<file path="src/rtl/mdu_unit.sv">
// Multi-cycle multiply/divide unit owning the architectural HI/LO registers.
// Define MDU_DIV_EN to build the divider; without it DIV/DIVU behave as no-ops.
module mdu_unit #(
  parameter int MULT_CYCLES = 5,
  parameter int DIV_CYCLES  = 10
) (
  input  logic        clk,
  input  logic        reset,
  input  logic        start,
  input  logic [2:0]  op,
  input  logic [31:0] A,
  input  logic [31:0] B,
  output logic        busy,
  output logic [31:0] HI,
  output logic [31:0] LO
);

  typedef enum logic {
    ST_IDLE = 1'b0,
    ST_RUN  = 1'b1
  } state_e;

  localparam logic [2:0] OP_MULT  = 3'b000;
  localparam logic [2:0] OP_MULTU = 3'b001;
  localparam logic [2:0] OP_MTHI  = 3'b100;
  localparam logic [2:0] OP_MTLO  = 3'b101;
`ifdef MDU_DIV_EN
  localparam logic [2:0] OP_DIV   = 3'b010;
  localparam logic [2:0] OP_DIVU  = 3'b011;
`endif
  localparam logic [3:0] MULT_CNT = 4'(MULT_CYCLES);
  localparam logic [3:0] DIV_CNT  = 4'(DIV_CYCLES);

  state_e      state_q, state_d;
  logic [3:0]  cnt_q, cnt_d;
  logic [63:0] res_q, res_d;
  logic        skip_q, skip_d;
  logic [31:0] hi_q, hi_d;
  logic [31:0] lo_q, lo_d;
  logic        busy_q, busy_d;

  // Product: sign-extend to 64 bits for MULT, zero-extend for MULTU
  logic        mul_signed_s;
  logic [63:0] mul_a_s, mul_b_s, mul_res_s;

  assign mul_signed_s = ~op[0];
  assign mul_a_s      = {{32{mul_signed_s & A[31]}}, A};
  assign mul_b_s      = {{32{mul_signed_s & B[31]}}, B};
  assign mul_res_s    = mul_a_s * mul_b_s;

  logic [63:0] div_res_s;
  logic        div_zero_s;

`ifdef MDU_DIV_EN
  // Signed divide runs on magnitudes; quotient truncates toward zero, remainder follows dividend
  logic        div_signed_s, a_neg_s, b_neg_s;
  logic [31:0] a_mag_s, b_mag_s, b_safe_s;
  logic [31:0] quo_mag_s, rem_mag_s, quo_s, rem_s;

  assign div_signed_s = ~op[0];
  assign a_neg_s      = div_signed_s & A[31];
  assign b_neg_s      = div_signed_s & B[31];
  assign a_mag_s      = a_neg_s ? (32'd0 - A) : A;
  assign b_mag_s      = b_neg_s ? (32'd0 - B) : B;
  assign div_zero_s   = (B == 32'd0);
  assign b_safe_s     = div_zero_s ? 32'd1 : b_mag_s;
  assign quo_mag_s    = a_mag_s / b_safe_s;
  assign rem_mag_s    = a_mag_s % b_safe_s;
  assign quo_s        = (a_neg_s ^ b_neg_s) ? (32'd0 - quo_mag_s) : quo_mag_s;
  assign rem_s        = a_neg_s ? (32'd0 - rem_mag_s) : rem_mag_s;
  assign div_res_s    = {rem_s, quo_s};
`else
  assign div_res_s    = 64'd0;
  assign div_zero_s   = 1'b0;
`endif

  // Next-state: accept work in IDLE, count down in RUN, commit shadow on the last edge
  always_comb begin
    state_d = state_q;
    cnt_d   = cnt_q;
    res_d   = res_q;
    skip_d  = skip_q;
    hi_d    = hi_q;
    lo_d    = lo_q;
    case (state_q)
      ST_IDLE: begin
        if (start) begin
          case (op)
            OP_MULT, OP_MULTU
`ifdef MDU_DIV_EN
            , OP_DIV, OP_DIVU
`endif
            : begin
              res_d   = op[1] ? div_res_s : mul_res_s;
              cnt_d   = op[1] ? DIV_CNT : MULT_CNT;
              skip_d  = op[1] & div_zero_s;
              state_d = ST_RUN;
            end
            OP_MTHI: hi_d = A;
            OP_MTLO: lo_d = A;
            default: begin
              state_d = ST_IDLE;
            end
          endcase
        end else begin
          state_d = ST_IDLE;
        end
      end
      ST_RUN: begin
        cnt_d = cnt_q - 4'd1;
        if (cnt_q <= 4'd1) begin
          state_d = ST_IDLE;
          cnt_d   = 4'd0;
          if (!skip_q) begin
            hi_d = res_q[63:32];
            lo_d = res_q[31:0];
          end else begin
            hi_d = hi_q;
            lo_d = lo_q;
          end
        end else begin
          state_d = ST_RUN;
        end
      end
      default: begin
        state_d = ST_IDLE;
        cnt_d   = 4'd0;
      end
    endcase
    busy_d = (state_d == ST_RUN);
  end

  // State and architectural registers; reset discards any in-flight operation
  always_ff @(posedge clk or negedge reset) begin
    if (!reset) begin
      state_q <= ST_IDLE;
      cnt_q   <= 4'd0;
      res_q   <= 64'd0;
      skip_q  <= 1'b0;
      hi_q    <= 32'd0;
      lo_q    <= 32'd0;
      busy_q  <= 1'b0;
    end else begin
      state_q <= state_d;
      cnt_q   <= cnt_d;
      res_q   <= res_d;
      skip_q  <= skip_d;
      hi_q    <= hi_d;
      lo_q    <= lo_d;
      busy_q  <= busy_d;
    end
  end

  assign busy = busy_q;
  assign HI   = hi_q;
  assign LO   = lo_q;

endmodule

</file>
<file path="config.mk">
export PLATFORM = sky130hd
export DESIGN_NAME = mdu_unit
export DESIGN_NICKNAME = d
export VERILOG_FILES = /design/src/rtl/mdu_unit.sv
export SDC_FILE = /design/constraint.sdc
export NUM_CORES = 2
export LEC_CHECK = 0
export ABC_CLOCK_PERIOD_IN_PS = 3350
export CORE_MARGIN = 1
export CORE_UTILIZATION = 68
export DETAILED_ROUTE_END_ITERATION = 12
export PLACE_DENSITY = 0.94
export REMOVE_ABC_BUFFERS = 1
export SETUP_SLACK_MARGIN = 0.02
export SYNTH_ARGS = -nofsm -noshare
export SYNTH_HDL_FRONTEND = slang
export SYNTH_SLANG_ARGS = --single-unit
</file>
<file path="constraint.sdc">
create_clock -name clk -period 3.35 [get_ports clk]
set_input_delay 0.335 -clock clk [delete_from_list [all_inputs] [get_ports clk]]
set_output_delay 0.335 -clock clk [all_outputs]
set_load 0.005 [all_outputs]
</file>
==> results of run 1 <==
[cell usage after synthesis (4+ instances only)]
library cell     n
a21oi_1        121
o21ai_1          9
and3_1          12
inv_1         1141
o21ai_0        130
nand3_1         19
nand4_1          6
or2_2           12
o21a_1          10
o211ai_1         5
o21bai_1        10
nand2b_1         8
buf_1            4
a31oi_1          7
xnor2_1         44
nor2b_1         34
nor2_1          64
xor2_1          21
or3_1            5
fa_1          1125
a211oi_1         6
dfrtp_1        133
a31o_2           4
ha_1           214
clkbuf_1       244
nor3_1          12
o22ai_1          4
a21o_1          28
nand2_1        860
and2_1         359
o31ai_1         11
[routing by layer]
metal | GRT overflow | track usage
met4 | 909 | 1.05
met2 | 2291 | 1.13
met1 | 146 | 0.858
met5 | 15 | 0.683
met3 | 112 | 0.800
[metrics by stage]
stage | std cells | hold WS [ns]
4_1_cts | 6169 | 0.487
3_5_place_dp | 5911 | 0.432
3_3_place_gp | 5911 | 0.421
2_1_floorplan | 4474 | 0.0394
[timing repair]
item / 4_1_cts
pin swaps: 286
endpoints found under the hold margin: 66
gates resized for setup: 780
hold buffers: 1
gates cloned: 41
setup endpoints to repair: 60
buffers inserted: 188
[logic make-up after synthesis]
logic type               Yosys count  share of synthesized area
AND/OR/NAND/NOR                 1409                      0.151
buffers and inverters           1394                      0.122
adder cells (fa/ha/maj)         1339                      0.583
AO/OA/AOI/OAI                    387                     0.0543
flip-flops                       133                     0.0771
XOR/XNOR                          65                     0.0132
==> flow_summary_export.csv, run 1 <==
group,metric,value,unit
status,outcome,"aborted with a tool error",
status,haltStage,"global routing (5_1_grt)",
status,error,"[ERROR GRT-0116] Global routing finished with congestion. Check the congestion regions in the DRC Viewer.",
logic_synthesis,ys_ff_latch,133,
logic_synthesis,yosysSeqAreaShare,0.0771,
logic_synthesis,async_flop_share,1.00,
die,rows,92,
clock_network,h-tree-depth,4,
clock_network,cts_buffer_depth,2,
global_route,grt_pass1_vias,59884,
global_route,track_usage,0.945,
placed_design,dp_slack,-5.35,ns
logic_synthesis,synthCells,4727,
clock_network,cts_root_buffer,"clkbuf_16",
global_route,grt_pass1_wl,432000,um
die,die_w,254,um
logic_synthesis,synthesis.area,0.0432,sq mm
logic_synthesis,synth_top_cell_by_area,"fa_1",
logic_synthesis,avgSynthCellArea,9.14,sq um
placed_design,detailed_place_hpwl,125000,um
logic_synthesis,ys_top_cells_by_area,"fa_1 52%, inv_1 9.9%, dfrtp_1 7.7%",
clock_network,cts-buffers-inserted,17,
logic_synthesis,ys_types,76,
logic_synthesis,ys.flop_type,"dfrtp_1",
die,io_pins,135,
logic_synthesis,yosys.area.top_type_share,0.521,
placed_design,placed_area,0.0491,sq mm
placed_design,portBuffers,134,
die,die_h,254,um
die,initial_core_util,0.686,
clock_network,clkSinkCount,133,
placed_design,gp_congestion,1.04,
logic_synthesis,synth_edf_count,0,
global_route,grt_max_degree,79,
logic_synthesis,yosys_warnings,0,
global_route,overflow,3473,
==> inputs of run 2 (changes only) <==
- CORE_UTILIZATION: 68 -> 40
- PLACE_DENSITY: 0.94 -> not set
- PLACE_DENSITY_LB_ADDON: not set -> 0.15
- SETUP_SLACK_MARGIN: 0.02 -> not set
==> run 2 against run 1 <==
  * The flow now finishes, with violations (setup timing)
  * Synthesized area did not move
  * Synthesized cell count did not move
==> flow_summary_export.csv, run 2 <==
group,metric,value,unit
clock_network,cts_tree,"yes",
worst_setup_path,reg2reg_slack,1.12,ns
logic_synthesis,synth_most_common_cell,"inv_1",
worst_setup_path,worstSetupStartpoint,"B[20]",
placed_design,gp_congestion,0.883,
timing,slew_headroom,0.455,
logic_synthesis,ys_top_cells_by_area,"fa_1 52%, inv_1 9.9%, dfrtp_1 7.7%",
worst_setup_path,reg2reg_from,"cnt_q[0]",
global_route,track_usage,0.284,
die,die_area,0.109,sq mm
cells_and_area,regMostFlops,"res_q",
logic_synthesis,synth_edf_count,0,
hold_path,worstHoldPathType,"in -> async",
worst_setup_path,r2r_cells,8,
status,outcome,"finished with violations",
cells_and_area,layout-drive-gt1-share,0.247,
logic_synthesis,synthesis.area,0.0432,sq mm
die,initial_core_util,0.403,
detailed_routing,firstDrtPassIters,6,
clock_network,h-tree-depth,4,
clock_network,worstSkewPairLatency,0.44,ns
cells_and_area,fillers,9655,
worst_setup_path,cp_top_family,"adder cells",
timing,fmax,138,MHz
worst_setup_path,start_kind,"input port",
clock_network,cts_root_buffer,"clkbuf_16",
logic_synthesis,yosys_warnings,0,
timing,rsz0062_at_grt,"true",
worst_setup_path,cp_slowest_cell,"fa_2",
timing,finClkSkew,0.0110,ns
worst_setup_path,critical_path_buf_inv_count,7,
logic_synthesis,synth_top_cell_by_area,"fa_1",
logic_synthesis,ys.flop_type,"dfrtp_1",
worst_setup_path,path_depth,26,
cells_and_area,regArea,0.00333,sq mm
global_route,grt_pass1_vias,36904,
worst_setup_path,endpoint,"res_q[56]",
timing,setup_viol,58,
detailed_routing,routed-via-count,34146,
logic_synthesis,ys_types,76,
worst_setup_path,critPathMaxStageDelay,0.58,ns
placed_design,detailed_place_hpwl,110000,um
logic_synthesis,yosys.area.top_type_share,0.521,
timing,setup_slack,-3.92,ns
die,core,0.107,sq mm
clock_network,cts-buffers-inserted,17,
clock_network,clkSlewWorstSetupHoldPaths,0.07,ns
global_route,overflow,0,
cells_and_area,largest_reg_flops,64,
die,die_w,331,um
status,violations,"setup timing",
placed_design,portBuffers,134,
logic_synthesis,ys_ff_latch,133,
worst_setup_path,cp.arrival,7.62,ns
global_route,grt_antenna_before_repair,7,
die,io_pins,135,
logic_synthesis,async_flop_share,1.00,
die,die_h,331,um
detailed_routing,drc,0,
logic_synthesis,avgSynthCellArea,9.14,sq um
timing,hold_violations,0,
global_route,grt_pass1_wl,229000,um
detailed_routing,wirelength,150000,um
global_route,grt_max_degree,85,
clock_network,clkSinkCount,133,
logic_synthesis,synthTopCellsByCount,"1141 x inv_1, 1125 x fa_1, 860 x nand2_1",
detailed_routing,drt_iter0_markers,1961,
cells_and_area,multi_input_area,0.0371,sq mm
worst_setup_path,worstPathMaxFanout,11,
timing,worst_pin_slew,0.811,ns
worst_setup_path,critPathKind,"in -> reg",
job,drv_cap,0,
logic_synthesis,yosysSeqAreaShare,0.0771,
cells_and_area,layout_common_cells,"1056 x inv_1, 1049 x fa_1, 825 x nand2_1, 437 x buf_4, 312 x and2_1",
timing,slew_violations,0,
detailed_routing,ant_nets,0,
clock_network,cts_buffer_depth,2,
die,rows,120,
detailed_routing,viasPerCell,5.03,
worst_setup_path,cp_common_cell,"fa_1",
cells_and_area,layout_commonest_cell,"inv_1",
timing,period_share,2.17,
worst_setup_path,crit_required,3.71,ns
timing,period_minus_slack,7.27,ns
worst_setup_path,critPathCaptureType,"register",
timing,tns,-184.86,ns
detailed_routing,wl_per_cell,22.0,um
cells_and_area,syn2layout_area_growth,33.0,%
logic_synthesis,synthCells,4727,
worst_setup_path,regToRegEndpoint,"LO[24]",
cells_and_area,fin_nets,6786,
[run 2: repair_timing]
item / in CTS / in global routing
setup buffers: 179 / 50
resized for setup: 972 / 209
hold endpoints to repair: 68 / 0
pin swaps: 351 / 252
hold buffers: 1 / 0
endpoints found under the setup margin: 59 / 59
cloned: 48 / 3
[run 2: per-layer routing]
| metal | share of wire | vias to the layer above | wire length, um | global-route usage |
|---|---|---|---|---|
| li1 | - | 14979 | - | - |
| met1 | 0.40 | 18043 | 59300 | 0.364 |
| met2 | 0.50 | 902 | 74900 | 0.487 |
| met3 | 0.058 | 222 | 8620 | 0.0377 |
| met4 | 0.047 | 0 | 7050 | 0.109 |
| met5 | 0 | - | 0 | 0 |
[run 2: area by class of cell]
class,count,area share
Timing Repair Buffer,884,0.182
Multi-Input combinational cell,3200,0.646
Antenna cell,2,0.0000871
Inverter,1141,0.0747
Sequential cell,133,0.0580
Tap cell,1403,0.0305
Clock buffer,19,0.00753
Clock inverter,13,0.00179
[run 2: how the worst min path moves through the flow]
stage,depth (start not counted),start,slack [ns],endpoint
floorplan,0,reset,0.04,HI[0]
finish,2,reset,0.48,cnt_q[3]
global route,1,res_q[9],0.51,res_q[9]
CTS,2,res_q[1],0.48,res_q[1]
detailed placement,1,reset,0.40,cnt_q[3]
global placement,1,reset,0.39,cnt_q[3]
[run 2: metrics by stage]
stage          area [sq um]  instances  hold WS, ns  worst slack (ns)  utilization
2_1_floorplan         42200       4474       0.0394             -5.14            -
3_3_place_gp          50200       6504        0.393             -5.20        0.469
3_5_place_dp          50200       6504        0.401             -5.33        0.469
4_1_cts               56300       6750        0.482             -3.93        0.526
5_1_grt               57500       6793        0.509             -4.08        0.537
6_report              57500       6795        0.478             -3.92        0.537
[run 2: logic make-up (layout without fill, tap and decap cells)]
| family | count (synthesis) | after routing | share of synthesized area |
|---|---|---|---|
| compound gates | 387 | 387 | 0.0543 |
| xor+xnor | 65 | 65 | 0.0132 |
| fa+ha+maj | 1339 | 1339 | 0.583 |
| buf+inv | 1394 | 2057 | 0.122 |
| flops | 133 | 133 | 0.0771 |
| other cells | 0 | 2 | 0 |
| simple gates | 1409 | 1409 | 0.151 |
Power of run 2 is not shown: default switching activity piles up to over one toggle a cycle in this logic, so the estimate is an artifact.
